`src/rtl/score_display_driver.sv`:
```
// rtl/score_display_driver.sv - binary to active-low seven-segment display driver, double-dabble conversion
// Optional blink feature: define DISPLAY_BLINK_EN to build the blink counter.
module score_display_driver #(
  parameter int DIGITS       = 8,
  parameter int BIN_W        = 16,
  parameter int BLINK_CYCLES = 25_000_000
) (
  input  logic                clock,
  input  logic                reset_L,
  input  logic                value_valid,
  input  logic [BIN_W-1:0]    value,
  output logic                value_ready,
  input  logic                lz_blank,
  input  logic [DIGITS-1:0]   blank_mask,
  input  logic                blink,
  output logic                busy,
  output logic                overflow,
  output logic [7*DIGITS-1:0] HEX
);

  localparam int          BCD_W   = 4 * DIGITS;
  localparam int          CNT_W   = $clog2(BIN_W);
  localparam logic [31:0] MAX_VAL = 32'(10 ** DIGITS - 1);

  // Reject configurations the datapath is not sized for.
  if (DIGITS < 1 || DIGITS > 8 || BIN_W < 4 || BIN_W > 27 || BLINK_CYCLES < 1) begin : g_param_check
    $error("score_display_driver: parameter out of range");
  end

  typedef enum logic [1:0] {
    IDLE,
    CONVERT,
    LOAD
  } state_t;

  state_t             state;
  state_t             state_next;
  logic               accept;
  logic               last_bit;

  logic [BIN_W-1:0]   shift_q;
  logic [BCD_W-1:0]   bcd_q;
  logic [BCD_W-1:0]   bcd_adj;
  logic [CNT_W-1:0]   cnt_q;
  logic               ovf_q;

  logic [BCD_W-1:0]   disp_q;
  logic               disp_blank_q;

  logic               blink_phase;
  logic [3:0]         nib;
  logic               seen_nonzero;

  // Add 3 to every BCD nibble that is 5 or more, ahead of the left shift.
  function automatic logic [BCD_W-1:0] add3(input logic [BCD_W-1:0] bcd);
    logic [BCD_W-1:0] r;
    r = bcd;
    for (int d = 0; d < DIGITS; d++) begin
      if (bcd[4*d +: 4] >= 4'd5) begin
        r[4*d +: 4] = bcd[4*d +: 4] + 4'd3;
      end
    end
    return r;
  endfunction

  // Active-high segment pattern, bit 0 = a ... bit 6 = g.
  function automatic logic [6:0] seg7(input logic [3:0] d);
    logic [6:0] s;
    case (d)
      4'd0:    s = 7'h3F;
      4'd1:    s = 7'h06;
      4'd2:    s = 7'h5B;
      4'd3:    s = 7'h4F;
      4'd4:    s = 7'h66;
      4'd5:    s = 7'h6D;
      4'd6:    s = 7'h7D;
      4'd7:    s = 7'h07;
      4'd8:    s = 7'h7F;
      4'd9:    s = 7'h67;
      default: s = 7'h00;
    endcase
    return s;
  endfunction

  assign last_bit = (cnt_q == CNT_W'(BIN_W - 1));
  assign bcd_adj  = add3(bcd_q);

  // State register.
  always_ff @(posedge clock or negedge reset_L) begin
    if (!reset_L) begin
      state <= IDLE;
    end else begin
      state <= state_next;
    end
  end

  // Next-state and handshake/status outputs.
  always_comb begin
    state_next  = state;
    value_ready = 1'b0;
    busy        = 1'b0;
    accept      = 1'b0;
    case (state)
      IDLE: begin
        value_ready = 1'b1;
        if (value_valid) begin
          accept     = 1'b1;
          state_next = CONVERT;
        end
      end
      CONVERT: begin
        busy = 1'b1;
        if (last_bit) begin
          state_next = LOAD;
        end
      end
      LOAD: begin
        busy       = 1'b1;
        state_next = IDLE;
      end
      default: state_next = IDLE;
    endcase
  end

  // Conversion engine: capture on accept, then one shift-and-add-3 step per cycle.
  always_ff @(posedge clock or negedge reset_L) begin
    if (!reset_L) begin
      shift_q <= '0;
      bcd_q   <= '0;
      cnt_q   <= '0;
      ovf_q   <= 1'b0;
    end else if (accept) begin
      shift_q <= value;
      bcd_q   <= '0;
      cnt_q   <= '0;
      ovf_q   <= (32'(value) > MAX_VAL);
    end else if (state == CONVERT) begin
      {bcd_q, shift_q} <= {bcd_adj, shift_q} << 1;
      cnt_q            <= cnt_q + 1'b1;
    end
  end

  // Display register: only updated in LOAD so partial results never reach the pins.
  always_ff @(posedge clock or negedge reset_L) begin
    if (!reset_L) begin
      disp_q       <= '0;
      disp_blank_q <= 1'b1;
      overflow     <= 1'b0;
    end else if (state == LOAD) begin
      disp_q       <= ovf_q ? {DIGITS{4'h9}} : bcd_q;
      disp_blank_q <= 1'b0;
      overflow     <= ovf_q;
    end
  end

`ifdef DISPLAY_BLINK_EN
  localparam int BLINK_W = (BLINK_CYCLES > 1) ? $clog2(BLINK_CYCLES) : 1;

  logic [BLINK_W-1:0] blink_cnt_q;
  logic               blink_phase_q;

  // Blink timebase; held at zero while blink is low so blinking starts visible.
  always_ff @(posedge clock or negedge reset_L) begin
    if (!reset_L) begin
      blink_cnt_q   <= '0;
      blink_phase_q <= 1'b0;
    end else if (!blink) begin
      blink_cnt_q   <= '0;
      blink_phase_q <= 1'b0;
    end else if (blink_cnt_q == BLINK_W'(BLINK_CYCLES - 1)) begin
      blink_cnt_q   <= '0;
      blink_phase_q <= ~blink_phase_q;
    end else begin
      blink_cnt_q   <= blink_cnt_q + 1'b1;
    end
  end

  assign blink_phase = blink_phase_q;
`else
  assign blink_phase = 1'b0;
`endif

  // Segment decode with blanking; scans from the top digit to find leading zeros.
  always_comb begin
    HEX          = '1;
    seen_nonzero = 1'b0;
    nib          = '0;
    for (int i = DIGITS - 1; i >= 0; i--) begin
      nib = disp_q[4*i +: 4];
      if (nib != 4'd0) begin
        seen_nonzero = 1'b1;
      end
      if (disp_blank_q || blank_mask[i] ||
          (lz_blank && !seen_nonzero && (i != 0)) ||
          (blink && blink_phase)) begin
        HEX[7*i +: 7] = 7'h7F;
      end else begin
        HEX[7*i +: 7] = ~seg7(nib);
      end
    end
  end

endmodule

```
`config.mk`:
```
export PLATFORM = sky130hd
export DESIGN_NAME = score_display_driver
export DESIGN_NICKNAME = d
export VERILOG_FILES = /design/src/rtl/score_display_driver.sv
export SDC_FILE = /design/constraint.sdc
export NUM_CORES = 1
export LEC_CHECK = 0
export CAP_MARGIN = 20
export CORE_UTILIZATION = 60
export DETAILED_ROUTE_END_ITERATION = 8
export PLACE_DENSITY_LB_ADDON = 0.08
export SLEW_MARGIN = 20
export SYNTH_ARGS = -nofsm -noshare
export SYNTH_HDL_FRONTEND = slang
export SYNTH_SLANG_ARGS = --single-unit
```
`constraint.sdc`:
```
create_clock -name clock -period 3.6 [get_ports clock]
set_input_delay 0.54 -clock clock [delete_from_list [all_inputs] [get_ports clock]]
set_output_delay 0.54 -clock clock [all_outputs]
set_load 0.02 [all_outputs]
```
## After elaboration in Yosys (flattened, before gate mapping)

Memory sizes are Yosys's and may differ from the RTL's.
Cells that the tools add are included.

| cells by class | value |
|---|---|
| add/sub/neg operators | 9 |
| magnitude comparators | 8 |
| equality and inequality tests | 5 |
| multiplexer cells | 44 |
| bitwise gates (word level) | 8 |
| reduce and logical (&&, ||, !) cells | 40 |

Operators with widths:

| operator | count |
|---|---|
| $mux W7 | 16 |
| $mux W32 | 2 |
| $not A7 Y7 | 8 |
| $mux W4 | 9 |
| $ge A4 B3 Y1 const B | 8 |
| $mux W16 | 2 |
| $add A4 B2 Y4 const B | 7 |
| $reduce_bool A4 Y1 | 7 |
| $logic_or A1 B1 Y1 | 15 |
| $mux W1 | 11 |
| $logic_and A1 B1 Y1 | 7 |
| $logic_not A1 Y1 | 7 |
| $add A4 B1 Y4 const B | 1 |
| $eq A4 B4 Y1 const B | 1 |
| $mux W2 | 2 |
| $ne A2 B2 Y1 const B | 2 |
| $pmux W2 S2 | 1 |
| $add A3 B2 Y3 const B | 1 |
| $mux W3 | 1 |
| $eq A2 B1 Y1 const B | 1 |
| $eq A2 B2 Y1 const B | 1 |
| $logic_not A2 Y1 | 1 |
| $reduce_and A2 Y1 | 1 |
| $reduce_bool A2 Y1 | 1 |
| $reduce_or A2 Y1 | 1 |

| storage, ports and cells | value |
|---|---|
| register bits after elaboration | 87 |
| ROM bits | 896 |
| bits of input ports | 29 |
| output and inout bits | 59 |
| logic and storage cells | 128 |
| memories kept | 8 |

Memory list:

| name | depth | width | read ports | clocked after memory_dff | wr ports | RTL line | text |
|---|---|---|---|---|---|---|---|
| (name not given) | 16 | 7 | 1 | 0 | 0 | 69 | `case (d)` |
| (name not given) | 16 | 7 | 1 | 0 | 0 | 69 |  |
| (name not given) | 16 | 7 | 1 | 0 | 0 | 69 |  |
| (name not given) | 16 | 7 | 1 | 0 | 0 | 69 |  |
| (name not given) | 16 | 7 | 1 | 0 | 0 | 69 |  |
| (name not given) | 16 | 7 | 1 | 0 | 0 | 69 |  |
| 2 more memories | - | - | - | - | - | - |  |

## Logic depth before layout (Yosys ltp)

| logic depth | value |
|---|---|
| depth after elaboration | 14 |
| depth in mapped cells | 8 |
| depth with buffers taken out | 6 |

## Worst setup path before layout

Ideal clock, no wire load.

| path | value |
|---|---|
| path kind | reg2out |
| start point | register disp_q[29] |
| end point | output HEX[8] |
| arrival | 1887 ps |
| required time | 3060 ps |
| slack | 1173 ps |
| stages on the path, launching flop included | 7 |
| path buffers | 0 |
| path through | dfrtp_1 -> inv_1 -> ha_1 -> nor4bb_1 -> and3_1 -> a41oi_2 -> o21ai_1 |

| on the way | value |
|---|---|
| word-level cells in the longest chain between the ends | 12 |

Ends and longest elaborated chain:

| item | RTL line | text |
|---|---|---|
| from (decl) | 47 | `logic [BCD_W-1:0] disp_q;` |
| from (signal assigned) | 150 | `disp_q <= ovf_q ? {DIGITS{4'h9}} : bcd_q;` |
| $reduce_bool A4 Y1 | 190 | `if (nib != 4'd0) begin` |
| $mux W1 (7 in a row) | 190 |  |
| $logic_not A1 Y1 | 194 | `(lz_blank && !seen_nonzero && (i != 0)) \|\|` |
| $logic_and A1 B1 Y1 | 194 |  |
| $logic_or A1 B1 Y1 | 193 | `if (disp_blank_q \|\| blank_mask[i] \|\|` |
| $mux W7 | 193 |  |
| to (decl) | 18 | `output logic [7*DIGITS-1:0] HEX` |

No other way between the ends.

## Worst setup path in the final report

Ends and elaborated chain as after synthesis.

==> summary.txt <==
Status -> finished clean
Unrepaired setup endpoints after global routing -> no
Worst r2r src -> state[0]
Final instance area -> 7150 sq um
Rows -> 36
Layout cell share with drive strength beyond 1 -> 0.0631
Final non-filler cell total -> 926
Met2 Routed Length -> 6240 microns
Max IR drop VDD -> 0.000769 V
CP Capture Type -> primary output
Synth warn -> 0
Die Width -> 102 microns
PortBufs -> 85
Most frequent cells in the layout -> 109 x o21ai_0, 106 x nand2_1, 86 x dfrtp_1, 84 x clkdlybuf4s50_1, 66 x ha_1
Routed length on met1 -> 5820 microns
Die Ht -> 102 microns
Vias in the first global route -> 4739
Switch Pwr -> 3.00 mW
Post-layout util -> 0.732
Clk pwr share -> 0.105
Register area -> 2180 sq um
Synthesized area -> 6050 sq um
Final-report setup violation count -> 0
Critical setup path kind -> reg -> out
H-tree Lvls -> 3
Switch share -> 0.468
CTS root buf -> clkbuf_8
Hold Buf Count CTS -> 0
Async set-reset flop share out of synthesis -> 1.00
Routed wire length -> 12600 microns
Largest net degree at the start of global routing -> 78
Global route overflow -> 0
GRT Total Usage -> 0.252
Longest Clk Path Bufs -> 2
Cts bufs inserted -> 9
Seq pwr share -> 0.301
Vias -> 5172
DP Worst Slack -> 157 ps
Worst setup path startpoint -> disp_q[29]
Sequential share of the synthesized area -> 0.360
Post-layout worst setup margin -> 243 ps
Mapped Cells -> 729
Met3 wire length -> 399 microns
Hpwl dp -> 8870 microns
Top_reg_cell synth -> dfrtp_1
Skew final -> 13.6 ps
Synth area leaders -> dfrtp_1 36%, ha_1 14%, o21ai_0 9.0%, nand2_1 6.6%, a21oi_1 5.4%
Routed len/inst -> 13.6 microns
Leak Pwr -> 3.11 nW
Area share of the largest cell type after synthesis -> 0.356
I/O pins -> 88
DRC -> 0
Tcrit/Tclk final -> 0.932
Avg Vias per Cell -> 5.59
MaxCap Viol Count -> 0
Highest metal used -> met4
FMAX -> 0.298 GHz
Worst-Margin Slew -> 981 ps
First-pass GRT wire length -> 21000 microns
Post-synthesis cell type count -> 45
Synth Net Count -> 826
Core ar. -> 9770 sq um
FILL cells -> 759
Most common cell after layout, fill and taps aside -> o21ai_0
Total power -> 6.40 mW
Placed cell area -> 6930 sq um
Post-synth EDFFs -> 0
#FFs+latches synth -> 87
Post-placement cell count -> 908
Skew-Pair Late Insertion Delay -> 350 ps
Area of the multi-input gates -> 3520 sq um
CTS clk-pin slew, worst paths -> 90 ps
GP Congestion -> 0.828
Power Dens Cells -> 896 nW/um^2
ANT cells -> 0
Final TNS setup -> 0 ps
Slew Viols, Final -> 0
Area growth syn-to-layout -> 18.3%
Die area -> 10500 sq um
1st-iter DRT viols -> 227
Post-route antenna net violation count -> 0
Initial antenna violation count -> 0
Mean post-synth cell area -> 8.29 sq um
Endpoints failing hold -> 0
Net count, final -> 885
Combinational power share -> 0.594
CTS tree -> yes
Rel. slew slack -> 0.346
FF-to-FF setup slack -> 1690 ps
Clock sinks -> 87
Worst Hold Class -> in -> async
WHS -> 310 ps
Final worst path period need -> 3360 ps
R2R cell count -> 5
Largest fanout on the critical path -> 7
Worst endpoint required time -> 3060 ps
Worst Path Arrival -> 2820 ps
Starting density of the core -> 0.619
Yosys top cell by area -> dfrtp_1
P_int -> 3.41 mW
CP startpoint kind -> register
Drt first pass iters -> 5
registers in the layout, summed over array words and instances, names as in the netlist:
name / cells
bcd_q: 32
cnt_q: 4
disp_blank_q: 1
disp_q: 32
shift_q: 16
state: 2
what timing repair did:
action,CTS,global route
gates cloned,0,0
buffers inserted,0,2
resized for setup,1,4
setup endpoints to repair,4,20
Yosys cell counts, drive strengths merged, types with 5 or more instances:
| cell type | number |
|---|---|
| o22ai | 11 |
| nor2b | 5 |
| a211oi | 18 |
| nor2 | 44 |
| nor3 | 12 |
| nand2 | 106 |
| dfrtp | 86 |
| mux2 | 14 |
| nand2b | 17 |
| buf | 7 |
| nand3 | 10 |
| inv | 54 |
| a21oi | 65 |
| clkbuf | 36 |
| mux2i | 19 |
| o21ai | 112 |
| ha | 68 |
| nor3b | 9 |
worst paths after layout:
kind	to
max	HEX[8]
min	disp_q[21]
max reg2reg	bcd_q[30]
min reg2reg	shift_q[0]
max in group asynchronous	bcd_q[4]
min in group clock	shift_q[0]
power by group through the flow:
stage,registers (mW),logic [mW],clock network (mW)
2_1_floorplan,1.67,2.78,0
5_1_grt,2.01,4.26,0.728
4_1_cts,1.91,3.78,0.684
3_3_place_gp,1.89,3.60,0
3_5_place_dp,1.93,3.75,0
6_report,1.93,3.81,0.671
logic make-up after synthesis:
kind of cell,count (synthesis),synth area share
other,1,0.000620
multiplexers,33,0.0575
AO/OA/AOI/OAI,221,0.206
adder cells (fa/ha/maj),68,0.141
AND/OR/NAND/NOR,216,0.164
XOR/XNOR,6,0.00869
flip-flops,87,0.360
buffers and inverters,97,0.0617
worst max-delay path: stages, from the launching register on:
cell and delay (ps):
dfrtp_1 450, inv_1 160, ha_1 240, nor4bb_2 300, and3_4 340, a41oi_2 220, o21ai_1 150, clkdlybuf4s50_1 610
layer usage:
| layer | global-route usage | vias up |
|---|---|---|
| met5 | 0 | - |
| met4 | 0.103 | 0 |
| met3 | 0.0294 | 17 |
| met2 | 0.424 | 106 |
| met1 | 0.331 | 2450 |
| li1 | - | 2599 |
area by class of cell:
cell class	count	share of cell area
inverters	54	0.0283
multi-input cells	545	0.493
flip-flops and latches	87	0.305
clock inverters	1	0.00420
clock buffers	15	0.0219
repair buffers	91	0.125
well taps	133	0.0233
Power figures use the tool's default switching activity.
